## src/rtl/serial_add_unit.sv

```systemverilog
// Bit-serial add/subtract unit: one full adder (built from two half adders)
// processes the operands LSB-first with a registered carry feedback loop.

module half_adder (
    input  logic x,
    input  logic y,
    output logic s,
    output logic c
);
    assign s = x ^ y;
    assign c = x & y;
endmodule

module FA_using_2HA (
    input  logic a,
    input  logic b,
    input  logic ci,
    output logic s,
    output logic co
);
    logic s1_s;
    logic c1_s;
    logic c2_s;

    half_adder ha0 (.x(a),    .y(b),  .s(s1_s), .c(c1_s));
    half_adder ha1 (.x(s1_s), .y(ci), .s(s),    .c(c2_s));

    assign co = c1_s | c2_s;
endmodule

module serial_add_unit #(
    parameter int WIDTH = 32
) (
    input  logic             clk,
    input  logic             rst_n,
    input  logic             start,
    input  logic             sub,
    input  logic [WIDTH-1:0] a,
    input  logic [WIDTH-1:0] b,
    output logic             ready,
    output logic             busy,
    output logic             done,
    output logic [WIDTH-1:0] sum,
    output logic             cout,
    output logic             ovf,
    output logic             zero
);
    localparam int CW = $clog2(WIDTH) + 1;
    localparam logic [CW-1:0] CNT_LAST = CW'(WIDTH - 1);
    localparam logic [CW-1:0] CNT_ONE  = CW'(1);

    typedef enum logic [1:0] {
        IDLE = 2'd0,
        RUN  = 2'd1,
        DONE = 2'd2
    } state_t;

    state_t            state_r;
    logic [WIDTH-1:0]  sa_r;
    logic [WIDTH-1:0]  sb_r;
    logic [WIDTH-1:0]  sr_r;
    logic              c_r;
    logic [CW-1:0]     cnt_r;

    logic              fa_s;
    logic              fa_co;
    logic [WIDTH-1:0]  sr_next_s;

    FA_using_2HA u_fa (
        .a  (sa_r[0]),
        .b  (sb_r[0]),
        .ci (c_r),
        .s  (fa_s),
        .co (fa_co)
    );

    assign sr_next_s = {fa_s, sr_r[WIDTH-1:1]};

    // Control FSM, serial datapath and registered result/handshake outputs.
    always_ff @(posedge clk or negedge rst_n) begin
        if (!rst_n) begin
            state_r <= IDLE;
            sa_r    <= {WIDTH{1'b0}};
            sb_r    <= {WIDTH{1'b0}};
            sr_r    <= {WIDTH{1'b0}};
            c_r     <= 1'b0;
            cnt_r   <= {CW{1'b0}};
            ready   <= 1'b1;
            busy    <= 1'b0;
            done    <= 1'b0;
            sum     <= {WIDTH{1'b0}};
            cout    <= 1'b0;
            ovf     <= 1'b0;
            zero    <= 1'b0;
        end else begin
            case (state_r)
                IDLE, DONE: begin
                    done <= 1'b0;
                    if (start) begin
                        // Subtraction is a + ~b + 1: the +1 rides in on the carry.
                        sa_r    <= a;
                        sb_r    <= sub ? ~b : b;
                        c_r     <= sub;
                        cnt_r   <= {CW{1'b0}};
                        sr_r    <= {WIDTH{1'b0}};
                        state_r <= RUN;
                        ready   <= 1'b0;
                        busy    <= 1'b1;
                    end else begin
                        state_r <= IDLE;
                        ready   <= 1'b1;
                        busy    <= 1'b0;
                    end
                end
                RUN: begin
                    sr_r  <= sr_next_s;
                    c_r   <= fa_co;
                    sa_r  <= {1'b0, sa_r[WIDTH-1:1]};
                    sb_r  <= {1'b0, sb_r[WIDTH-1:1]};
                    cnt_r <= cnt_r + CNT_ONE;
                    if (cnt_r == CNT_LAST) begin
                        // On the MSB, c_r is the carry into the MSB; ovf = cin ^ cout.
                        sum     <= sr_next_s;
                        cout    <= fa_co;
                        ovf     <= c_r ^ fa_co;
                        zero    <= (sr_next_s == {WIDTH{1'b0}});
                        state_r <= DONE;
                        ready   <= 1'b1;
                        busy    <= 1'b0;
                        done    <= 1'b1;
                    end else begin
                        state_r <= RUN;
                        ready   <= 1'b0;
                        busy    <= 1'b1;
                        done    <= 1'b0;
                    end
                end
                default: begin
                    state_r <= IDLE;
                    ready   <= 1'b1;
                    busy    <= 1'b0;
                    done    <= 1'b0;
                end
            endcase
        end
    end

endmodule

```

## config.mk

```make
export PLATFORM = sky130hd
export DESIGN_NAME = serial_add_unit
export DESIGN_NICKNAME = d
export VERILOG_FILES = /design/src/rtl/serial_add_unit.sv
export SDC_FILE = /design/constraint.sdc
export NUM_CORES = 1
export LEC_CHECK = 0
export CORE_MARGIN = 2
export CORE_UTILIZATION = 30
export CTS_CLUSTER_SIZE = 24
export DETAILED_ROUTE_END_ITERATION = 8
export GPL_TIMING_DRIVEN = 0
export PLACE_DENSITY = 0.57
export REMOVE_ABC_BUFFERS = 1
export SLEW_MARGIN = 5
export SYNTH_ARGS = -nofsm -noshare
export SYNTH_HDL_FRONTEND = slang
export SYNTH_HIERARCHICAL = 1
export SYNTH_SLANG_ARGS = --single-unit
export TNS_END_PERCENT = 20
```

## constraint.sdc

```tcl
create_clock -name clk -period 2.3 [get_ports clk]
set_input_delay 0.46 -clock clk [delete_from_list [all_inputs] [get_ports clk]]
set_output_delay 0.46 -clock clk [all_outputs]
set_load 0.005 [all_outputs]
```

==> results.cfg <==
[outcome]
outcome = completed

[setup_path]
r2r_end = ovf$_DFFE_PN0N_
r2r.worst_path.cells = 4
worstPathMaxFanout = 38
startpoint_type = flip-flop
arrival_ps = 2470
critPathRequiredTime_ps = 2600
cp-end-kind = flip-flop
path_class = flip-flop to flip-flop
worstReg2RegStart = state_r[1]$_DFF_PN0_
rrSetupSlack_ps = 130

[sta]
slew_headroom_pct = 38.67
rsz0062_at_grt = false
hold_slack_ps = 488.2
tightest_slew_ps = 920.0
finalMaxSlewViolations = 0
fmax_mhz = 460.5
min_period_ps = 2171
finalSetupViolations = 0
hold_viol = 0
finalCritPeriodShare_pct = 94.41
clock-skew-final_ps = 7.283

[synth]
avgSynthCellArea_sq_um = 12.41
synth_cells = 487
ys.flop_type = dfrtp_1
ys_warn_count = 6
async_reset_ff_share_pct = 100.0
synthDistinctLibCells = 33
ys_seq_elements = 141
post-synth-top-count-cell = dfrtp_1
syn-cell-area_sq_mm = 0.006043
synth_area_leaders = dfrtp_1 (58%), mux2_4 (7.0%), a221o_1 (5.1%)
synth_top_area_share_pct = 57.97
yosys.area.top_type = dfrtp_1
synth_edf_count = 0
yosysSeqAreaShare_pct = 58.41
ys_top_cells_by_count = dfrtp_1 (140), nand2_1 (39), a22o_1 (34)

[clocking]
numCtsBuffers = 17
cts_tree = built
h-tree-depth = 4
clkLatencyLatePin_ps = 410
path_clk_slew_ps = 60
clockBufferDepth = 2
cts-root-buf = clkbuf_16
post_cts_buffers = 0
clock-sinks = 141

[power_and_ir_drop]
power.share.sequential_pct = 43.1
clkPwrFrac_pct = 27.1
power_density_mw_per_mm2 = 1215
p_leak_nw = 3.628
p_comb_share_pct = 29.8
p_int_mw = 6.667
switching_share_pct = 31.02
ir_worst_vdd_mv = 0.5393
switchingPower_mw = 2.998

[detailed_routing]
via_per_inst = 4.972
drcViolationCount = 0
routedWlPerCell_microns = 16.16
detail-route-antenna-nets = 0
routed_wl_microns = 13820
via_count = 4251
first_iter_violations = 250
dr.pass1.iters = 5

[floorplan]
core.rowCount = 51
initial_utilization_pct = 30.85
die_h_microns = 145.9
die_w_microns = 145.9
ioPinCount = 106
dieArea_sq_mm = 0.02130
coreArea_sq_mm = 0.01959

[grt]
grt_pass1_vias = 4261
overflow = 0
grt_max_degree = 97
grt_first_pass_wirelength_microns = 22720
grt_usage_pct = 13.30
antenna_found_initial = 0

[final_layout]
syn_to_final_growth_pct = 31.68
nFillCells = 1852
diodes = 0
fin_util_pct = 40.62
fin_nets = 649
layout-drive-gt1-share_pct = 13.73
fin_area_sq_mm = 0.007958

[place]
postPlaceCellArea_sq_mm = 0.007358
gp_congestion = 0.6948
hpwlAfterDp_microns = 8351
portBuffers = 105

[min_path]
hold_start = sa_r[5]$_DFFE_PN0P_
min-delay-path-class = flip-flop to flip-flop
min_path_cells = 2
hold-path-endpoint = sa_r[4]$_DFFE_PN0P_

[run]
maxCapViolations = 0
[sequential cells by signal, indices dropped and copies added, names as in the netlist]
| register | flops |
|---|---|
| sa_r | 32 |
| sb_r | 32 |
| sum | 32 |
| sr_r | 31 |
| cnt_r | 6 |
| state_r | 2 |
| c_r | 1 |
| cout | 1 |
| done | 1 |
| ovf | 1 |
| ready | 1 |
| zero | 1 |
[area by class of cell]
cell class                      count  area (sq um)  share of cell area [%]
Clock buffer                       19         432.9                   5.440
Clock inverter                     12         122.6                   1.541
Inverter                            2         7.507                 0.09434
Multi-Input combinational cell    305          2369                   29.76
Sequential cell                   141          3531                   44.37
Tap cell                          265         331.6                   4.167
Timing Repair Buffer              111          1164                   14.62
[metal layers]
metal	vias to the layer above	track usage (%)	share of wire, %
li1	1972	-	-
met1	2162	17.34	47
met2	111	21.34	48
met3	6	4.232	5.0
met4	0	3.676	0.59
met5	-	0	0
[power groups by stage]
stage,registers [mW],logic (mW),clock network [mW]
2_1_floorplan,4.02,1.83,0
3_3_place_gp,4.21,2.78,0
3_5_place_dp,4.18,2.89,0
4_1_cts,4.16,2.92,2.70
5_1_grt,4.31,3.18,2.82
6_report,4.17,2.88,2.62
[metrics by stage]
| step | TNS [ps] | std cells | total power [mW] | worst slack (ps) |
|---|---|---|---|---|
| floorplan | -378040 | 445 | 5.852 | -4772 |
| global placement | -1493100 | 815 | 6.994 | -10330 |
| detailed placement | -31770 | 820 | 7.070 | -534.9 |
| CTS | 0 | 853 | 9.781 | 22.99 |
| global route | 0 | 855 | 10.31 | 16.57 |
| finish | 0 | 855 | 9.665 | 128.5 |
[critical path: stages, from the launching register on]
cell,delay (ps)
dfrtp_1,450
nand2b_4,390
or4_4,710
inv_1,140
mux2_2,330
[cells by family (layout without fill, tap and decap cells)]
family                     after synthesis  after routing  share of synthesized area (%)
AOI/OAI and AO/OA                      103            103                          14.70
adders and majority gates                3              3                         0.6212
DFF                                    141            141                          58.41
muxes                                   37             37                          8.571
and+or+nand+nor                        125            128                          9.358
xor gates and xnor gates                34             34                          4.928
buffers and inverters                   44            144                          3.416
[cells in the final DEF (no fill, tap or decap), types with 2 or more instances in the layout]
| cell | instances |
|---|---|
| nor2b_4 | 2 |
| mux2_4 | 28 |
| nand4_1 | 4 |
| bufinv_16 | 2 |
| mux2i_1 | 3 |
| nor2b_2 | 2 |
| a22oi_1 | 32 |
| clkbuf_1 | 2 |
| a221o_1 | 31 |
| buf_12 | 4 |
| inv_1 | 2 |
| a22o_1 | 34 |
| or4_4 | 2 |
| ha_1 | 3 |
| nor4_1 | 8 |
| clkinv_2 | 6 |
| mux2_2 | 6 |
| nor2_1 | 32 |
| nand3_1 | 32 |
| nand2_1 | 39 |
| xor2_1 | 2 |
| clkdlybuf4s50_1 | 102 |
| xnor2_1 | 32 |
| dfrtp_1 | 139 |
| clkbuf_16 | 17 |
| clkinvlp_4 | 2 |
[how the worst max path moves through the flow]
stage	startpoint	to	slack (ps)	cells after the start
finish	state_r[1]$_DFF_PN0_	ovf$_DFFE_PN0N_	130	4
CTS	state_r[0]$_DFF_PN0_	sb_r[5]$_DFFE_PN0P_	20	4
detailed placement	start	sb_r[18]$_DFFE_PN0P_	-530	5
floorplan	state_r[0]$_DFF_PN0_	sb_r[0]$_DFFE_PN0P_	-4770	3
global route	state_r[1]$_DFF_PN0_	ovf$_DFFE_PN0N_	20	4
global placement	state_r[0]$_DFF_PN0_	sb_r[7]$_DFFE_PN0P_	-10330	3
[what timing repair did]
action / 4_1_cts / 5_1_grt
pin swaps: 2 / 0
cloned: 1 / 2
hold buffers: 1 / 0
endpoints found under the hold margin: 45 / 0
setup endpoints to repair: 66 / 32
gates resized for setup: 4 / 0
Power figures use the tool's default switching activity.
